$ cat src/rtl/lcd_pkg.sv
// Shared types and constants for the HD44780 4-bit power-on initialiser.
// LCD_INIT_CLEAR_EN appends a Clear Display command to the sequence.
package lcd_pkg;

    localparam int unsigned DELAY_W = 20;

    typedef enum logic [2:0] {
        ST_IDLE,
        ST_PWR_WAIT,
        ST_NIB_SETUP,
        ST_NIB_PULSE,
        ST_NIB_HOLD,
        ST_NIB_WAIT,
        ST_DONE
    } state_t;

    typedef enum logic [2:0] {
        WAIT_4MS,
        WAIT_100US,
        WAIT_40US,
        WAIT_1US,
        WAIT_CLR
    } wait_sel_t;

    typedef struct packed {
        logic [3:0] nibble;
        logic       rs;
        wait_sel_t  wait_sel;
    } step_t;

    localparam logic [7:0] FUNC_SET   = 8'h28;
    localparam logic [7:0] ENTRY_MODE = 8'h06;
    localparam logic [7:0] DISP_ON    = 8'h0C;
    localparam logic [7:0] CLEAR      = 8'h01;

`ifdef LCD_INIT_CLEAR_EN
    localparam logic [3:0] LAST_STEP = 4'd11;
`else
    localparam logic [3:0] LAST_STEP = 4'd9;
`endif

endpackage

$ cat src/rtl/lcd_delay_timer.sv
// Single shared down-counter: loaded with N-1, expired while it reads zero.
module lcd_delay_timer
    import lcd_pkg::*;
(
    input  logic               clk,
    input  logic               reset,
    input  logic               load,
    input  logic [DELAY_W-1:0] value,
    output logic               expired
);

    logic [DELAY_W-1:0] count;

    always_ff @(posedge clk or posedge reset) begin
        if (reset) begin
            count <= '0;
        end else if (load) begin
            count <= value;
        end else if (count != '0) begin
            count <= count - DELAY_W'(1);
        end
    end

    assign expired = (count == '0);

endmodule

$ cat src/rtl/lcd_init_sequencer.sv
// Power-on initialisation FSM for an HD44780 LCD on a 4-bit port.
// Define LCD_INIT_CLEAR_EN to append Clear Display (steps 10/11).
module lcd_init_sequencer
    import lcd_pkg::*;
#(
    parameter int unsigned T_PWR   = 750000,
    parameter int unsigned T_SETUP = 2,
    parameter int unsigned T_PULSE = 12,
    parameter int unsigned T_HOLD  = 1,
    parameter int unsigned T_4MS   = 205000,
    parameter int unsigned T_100US = 5000,
    parameter int unsigned T_40US  = 2000,
    parameter int unsigned T_1US   = 50,
    parameter int unsigned T_CLR   = 82000
) (
    input  logic       clk,
    input  logic       reset,
    input  logic       start,
    output logic       busy,
    output logic       done,
    output logic       lcd_e,
    output logic       lcd_rs,
    output logic       lcd_rw,
    output logic [3:0] lcd_data
);

    state_t             state;
    logic [3:0]         step;
    logic               load;
    logic [DELAY_W-1:0] load_value;
    logic               expired;
    step_t              cur_entry;
    step_t              next_entry;

    function automatic step_t step_rom(input logic [3:0] idx);
        case (idx)
            4'd0:    step_rom = '{nibble: 4'h3, rs: 1'b0, wait_sel: WAIT_4MS};
            4'd1:    step_rom = '{nibble: 4'h3, rs: 1'b0, wait_sel: WAIT_100US};
            4'd2:    step_rom = '{nibble: 4'h3, rs: 1'b0, wait_sel: WAIT_40US};
            4'd3:    step_rom = '{nibble: 4'h2, rs: 1'b0, wait_sel: WAIT_40US};
            4'd4:    step_rom = '{nibble: FUNC_SET[7:4],   rs: 1'b0, wait_sel: WAIT_1US};
            4'd5:    step_rom = '{nibble: FUNC_SET[3:0],   rs: 1'b0, wait_sel: WAIT_40US};
            4'd6:    step_rom = '{nibble: ENTRY_MODE[7:4], rs: 1'b0, wait_sel: WAIT_1US};
            4'd7:    step_rom = '{nibble: ENTRY_MODE[3:0], rs: 1'b0, wait_sel: WAIT_40US};
            4'd8:    step_rom = '{nibble: DISP_ON[7:4],    rs: 1'b0, wait_sel: WAIT_1US};
            4'd9:    step_rom = '{nibble: DISP_ON[3:0],    rs: 1'b0, wait_sel: WAIT_40US};
`ifdef LCD_INIT_CLEAR_EN
            4'd10:   step_rom = '{nibble: CLEAR[7:4],      rs: 1'b0, wait_sel: WAIT_1US};
            4'd11:   step_rom = '{nibble: CLEAR[3:0],      rs: 1'b0, wait_sel: WAIT_CLR};
`endif
            default: step_rom = '{nibble: 4'h0, rs: 1'b0, wait_sel: WAIT_1US};
        endcase
    endfunction

    function automatic logic [DELAY_W-1:0] cycles(input int unsigned n);
        cycles = DELAY_W'(n - 1);
    endfunction

    function automatic logic [DELAY_W-1:0] wait_cycles(input wait_sel_t sel);
        case (sel)
            WAIT_4MS:   wait_cycles = cycles(T_4MS);
            WAIT_100US: wait_cycles = cycles(T_100US);
            WAIT_40US:  wait_cycles = cycles(T_40US);
            WAIT_1US:   wait_cycles = cycles(T_1US);
            WAIT_CLR:   wait_cycles = cycles(T_CLR);
            default:    wait_cycles = cycles(T_1US);
        endcase
    endfunction

    assign cur_entry  = step_rom(step);
    assign next_entry = step_rom(step + 4'd1);
    assign lcd_rw     = 1'b0;

    // Timer is reloaded on the same edge the FSM changes state, so a state loaded with N lasts N cycles.
    always_comb begin
        load       = 1'b0;
        load_value = '0;
        case (state)
            ST_IDLE, ST_DONE: begin
                load       = start;
                load_value = cycles(T_PWR);
            end
            ST_PWR_WAIT: begin
                load       = expired;
                load_value = cycles(T_SETUP);
            end
            ST_NIB_SETUP: begin
                load       = expired;
                load_value = cycles(T_PULSE);
            end
            ST_NIB_PULSE: begin
                load       = expired;
                load_value = cycles(T_HOLD);
            end
            ST_NIB_HOLD: begin
                load       = expired;
                load_value = wait_cycles(cur_entry.wait_sel);
            end
            ST_NIB_WAIT: begin
                load       = expired && (step != LAST_STEP);
                load_value = cycles(T_SETUP);
            end
            default: begin
                load       = 1'b0;
                load_value = '0;
            end
        endcase
    end

    lcd_delay_timer u_timer (
        .clk     (clk),
        .reset   (reset),
        .load    (load),
        .value   (load_value),
        .expired (expired)
    );

    always_ff @(posedge clk or posedge reset) begin
        if (reset) begin
            state    <= ST_IDLE;
            step     <= '0;
            busy     <= 1'b0;
            done     <= 1'b0;
            lcd_e    <= 1'b0;
            lcd_rs   <= 1'b0;
            lcd_data <= '0;
        end else begin
            case (state)
                ST_IDLE, ST_DONE: begin
                    if (start) begin
                        state <= ST_PWR_WAIT;
                        step  <= '0;
                        busy  <= 1'b1;
                        done  <= 1'b0;
                    end
                end
                ST_PWR_WAIT: begin
                    if (expired) begin
                        state    <= ST_NIB_SETUP;
                        lcd_data <= cur_entry.nibble;
                        lcd_rs   <= cur_entry.rs;
                    end
                end
                ST_NIB_SETUP: begin
                    if (expired) begin
                        state <= ST_NIB_PULSE;
                        lcd_e <= 1'b1;
                    end
                end
                ST_NIB_PULSE: begin
                    if (expired) begin
                        state <= ST_NIB_HOLD;
                        lcd_e <= 1'b0;
                    end
                end
                ST_NIB_HOLD: begin
                    if (expired) begin
                        state <= ST_NIB_WAIT;
                    end
                end
                ST_NIB_WAIT: begin
                    if (expired) begin
                        if (step == LAST_STEP) begin
                            state <= ST_DONE;
                            step  <= '0;
                            busy  <= 1'b0;
                            done  <= 1'b1;
                        end else begin
                            state    <= ST_NIB_SETUP;
                            step     <= step + 4'd1;
                            lcd_data <= next_entry.nibble;
                            lcd_rs   <= next_entry.rs;
                        end
                    end
                end
                default: begin
                    state <= ST_IDLE;
                end
            endcase
        end
    end

endmodule
$ cat config.mk
export PLATFORM = sky130hd
export DESIGN_NAME = lcd_init_sequencer
export DESIGN_NICKNAME = d
export VERILOG_FILES = /design/src/rtl/lcd_pkg.sv /design/src/rtl/lcd_delay_timer.sv /design/src/rtl/lcd_init_sequencer.sv
export SDC_FILE = /design/constraint.sdc
export NUM_CORES = 1
export LEC_CHECK = 0
export ABC_AREA = 1
export CORE_AREA = 2 2 112 60
export CTS_CLUSTER_DIAMETER = 50
export DETAILED_ROUTE_END_ITERATION = 8
export DIE_AREA = 0 0 114 62
export PLACE_DENSITY = 0.67
export SETUP_SLACK_MARGIN = 0.5
export SLEW_MARGIN = 20
export SYNTH_ARGS = -nofsm -noshare
export SYNTH_HDL_FRONTEND = slang
export SYNTH_HIERARCHICAL = 1
export SYNTH_SLANG_ARGS = --single-unit
$ cat constraint.sdc
create_clock -name clk -period 3.25 [get_ports clk]
set_input_delay 0.325 -clock clk [delete_from_list [all_inputs] [get_ports clk]]
set_output_delay 0.325 -clock clk [all_outputs]
set_load 0.01 [all_outputs]
==> out/summary.log <==
[detailed_routing] Final ANT Viol Nets 0
[clock_tree] buffer levels on the longest clock path 2
[outcome] outcome finished, final reports clean
[detailed_routing] DRT Wirelength 6190 um
[logic_synthesis] Post-Synthesis Mean Instance Area 7.43 um^2
[critical_path] class of the most critical setup path flip-flop to flip-flop
[sta] WHS 434 ps
[pwr] IR Drop Worst-Case VDD 288 uV
[critical_path] maximum fanout encountered on the critical timing path 22
[floorplanning] DIE WIDTH 114 um
[floorplanning] Starting Density 42.6%
[final_layout] final standard cell area without fillers 2990 um^2
[sta] Slew headroom 45.8%
[placement] total cell area at the placement stage 2830 um^2
[global_route] number of global-route vias before repair 1,902
[clock_tree] cts-stage hold buffer count 0
[sta] share of the clock period used by the worst path after layout 68.7%
[detailed_routing] WL per Instance 13.6 um
[logic_synthesis] Mapped Cells 359
[logic_synthesis] proportion of synthesized chip area in sequential cells 31.9%
[clock_tree] count of buffers added by post-CTS timing repair for setup 0
[pwr] clock group share of total power 18.7%
[placement] Final HPWL DP 4930 um
[critical_path] CP max stage delay 410 ps
[sta] setup repair after global routing missed its margin false
[clock_tree] Num CTS Buffers 5
[logic_synthesis] number of unique standard cell types used by synthesis 34
[critical_path] data required time of the critical path 3450 ps
[logic_synthesis] number of flip-flops and latches in the synthesized netlist 34
[sta] post-layout minimum cycle time 2230 ps
[final_layout] Filler Cell Count 616
[detailed_routing] remaining design rule violation count 0
[sta] slew at the pin closest to its max-slew limit 811 ps
[pwr] Logic pwr share 49.9%
[sta] Max Transition Viols Final 0
[clock_tree] CTS Sinks 34
[placement] gpl congestion 0.898
[detailed_routing] vias after detailed routing 2,275
[critical_path] Worst Reg2Reg Path Length in Cells 13
[floorplanning] core footprint 6250 um^2
[pwr] switching power as a share of total power 48.7%
[pwr] P per Cell Area 872 nW/um^2
[detailed_routing] DRC violation total after the first TritonRoute iteration 231
[critical_path] crit path launch type flip-flop
[clock_tree] CTS Root Cell sky130_fd_sc_hd__clkbuf_16
[logic_synthesis] Synth Warn # 6
[final_layout] final standard cell utilization of the core 47.7%
[clock_tree] number of instances resized during post-cts repair 0
[floorplanning] Std-Cell Rows 21
[clock_tree] clock slew at the register clock pins of the worst setup and hold paths 60 ps
[clock_tree] clock insertion delay at the later pin of the skew report 280 ps
[clock_tree] number of H-tree branching levels 2
[critical_path] cell repeated most along the worst path sky130_fd_sc_hd__nand3_1
[pwr] proportion of power drawn by flip-flops and latches 31.4%
[logic_synthesis] Post-Syn Area 2670 um^2
[placement] count of input and output buffers 9
[detailed_routing] first-pass iteration count of the detailed router 4
[sta] Max Clock Freq 448 MHz
[final_layout] Antenna diodes 0
[sta] skew final 5.72 ps
[hold_path] hold crit path type input port to async pin
[global_route] pin count of the biggest net entering global routing 23
[detailed_routing] DR vias/cell 5.00
[pwr] Int Pwr 1330 uW
[critical_path] chain of cells forming the critical path nor2_1 -> nand2_2 -> nor2_8 -> nand3_1 -> nor4_1 -> buf_4 -> nand3_1 -> nand3_1 -> buf_4 -> nand2_1 -> o21ai_0 -> nand2_1 -> o21ai_1
[final_layout] number of nets in the finished design 390
[final_layout] Area Growth Syn to Fin 12.0%
[final_layout] fraction of final layout cells with drive strength greater than 1 18.4%
[global_route] first-pass GRT wire length 9930 um
[global_route] initial antenna violation count 0
[global_route] aggregate global routing overflow 0
[critical_path] cell type of the slowest stage on the worst timing path sky130_fd_sc_hd__dfrtp_1
[sta] count of endpoints failing setup in the final report 0
[sta] setup TNS 0 ps
[run] max-cap violation count 0
[pwr] power spent charging and discharging nets 1270 uW
[critical_path] CP Data Arrival Time 2430 ps
[sta] Final Hold Vio Count 0
[pwr] leakage power figure 0.00145 uW
[floorplanning] DIE AREA 7070 um^2
[global_route] global-route total usage across every layer 18.9%
[critical_path] type of element capturing the critical path flip-flop
[clock_tree] TritonCTS clock tree done
[floorplanning] vertical die dimension 62 um
[floorplanning] count of pins on the block boundary 12
-- cells by family (layout without fill, tap and decap cells) --
kind of cell,Yosys count,count (layout),synth area share [%]
simple gates,228,228,44.8
compound gates,28,28,5.96
buf+inv,45,57,7.79
fa+ha+maj,13,13,6.10
flops,34,34,31.9
other cells,1,5,0.141
xor+xnor,10,10,3.29
-- sequential cells by signal (all words and copies together) (netlist names) --
register and count:
busy 1, lcd_e 1, lcd_data 4, step 4
done 1, state 3, u_timer/count 20
-- path summary, 6_finish.rpt --
check	startpoint	slack, ps	end
worst max-delay path	u_timer/count[15]	1020	u_timer/count[0]
worst min-delay path	reset	430	state[0]
worst max register to register	u_timer/count[15]	1020	u_timer/count[0]
worst min register to register	busy	470	busy
max in group asynchronous	reset	2200	u_timer/count[7]
min in group clk	busy	470	busy
-- power groups by stage --
stage / Sequential (uW) / Combinational, uW / Clock, uW
2_1_floorplan: 724 / 1100 / 0
3_3_place_gp: 810 / 1270 / 0
3_5_place_dp: 818 / 1280 / 0
4_1_cts: 815 / 1290 / 493
5_1_grt: 841 / 1460 / 512
6_report: 818 / 1300 / 487
-- cells in the mapped netlist, drive strengths merged --
cell type  instances  share of area (%)
buf                5                1.7
nor2              42                 10
inv               38                5.8
nor3               3               0.56
clkbuf             2               0.28
conb               1               0.14
xor2               7                2.3
o21ai             21                4.1
xnor2              3               0.99
o211ai             1               0.28
nand2            128                 20
ha                13                6.1
a21oi              2               0.52
dfrtp             34                 32
a31oi              2               0.47
o22a               1               0.33
nand3             48                 12
nand4              6                1.4
nor4               1               0.23
a21boi             1               0.28
-- per-layer routing --
metal	track usage [%]	part of all wire [%]	up-vias
li1	-	-	1174
met1	32.6	56	1034
met2	21.3	35	65
met3	4.17	8.6	2
met4	4.53	0.34	0
met5	0	0	-
-- area by class of cell --
| class | instances | area (um^2) | share of cell area, % |
|---|---|---|---|
| inverter | 38 | 155 | 5.20 |
| multi-input combinational | 284 | 1620 | 54.4 |
| sequential | 34 | 851 | 28.5 |
| clock buffer | 6 | 139 | 4.65 |
| tap | 80 | 100 | 3.35 |
| timing repair buffer | 11 | 105 | 3.52 |
| clock inverter | 2 | 12.5 | 0.419 |
-- metrics by stage --
step                setup WS [ps]  total power [uW]  std cells
finish                       1020              2600        455
global route                  757              2820        455
CTS                          1020              2600        455
detailed placement           1040              2100        447
global placement             1100              2080        447
floorplan                     744              1820        363
-- cells in the final DEF, fill, tap and decap left out, drive strengths merged --
| cell type | Yosys | layout |
|---|---|---|
| clkinv | 0 | 1 |
| conb | 1 | 5 |
| a21boi | 1 | 1 |
| o21ai | 21 | 21 |
| clkdlybuf4s50 | 0 | 9 |
| clkbuf | 2 | 6 |
| clkinvlp | 0 | 1 |
| xnor2 | 3 | 3 |
| dfrtp | 34 | 34 |
| xor2 | 7 | 7 |
| inv | 38 | 38 |
| o211ai | 1 | 1 |
| nor3 | 3 | 3 |
| a21oi | 2 | 2 |
| buf | 5 | 2 |
| o22a | 1 | 1 |
| ha | 13 | 13 |
| nand2 | 128 | 128 |
| nor2 | 42 | 42 |
| a31oi | 2 | 2 |
| nor4 | 1 | 1 |
| nand4 | 6 | 6 |
| nand3 | 48 | 48 |
-- worst max-delay path, delay by kind of cell, from the launching register on --
kind | cells | cell delay (ps)
AO/OA/AOI/OAI | 2 | 170
flip-flops | 1 | 410
buffers and inverters | 2 | 430
AND/OR/NAND/NOR | 9 | 1130
(Power assumes the default switching activity.)
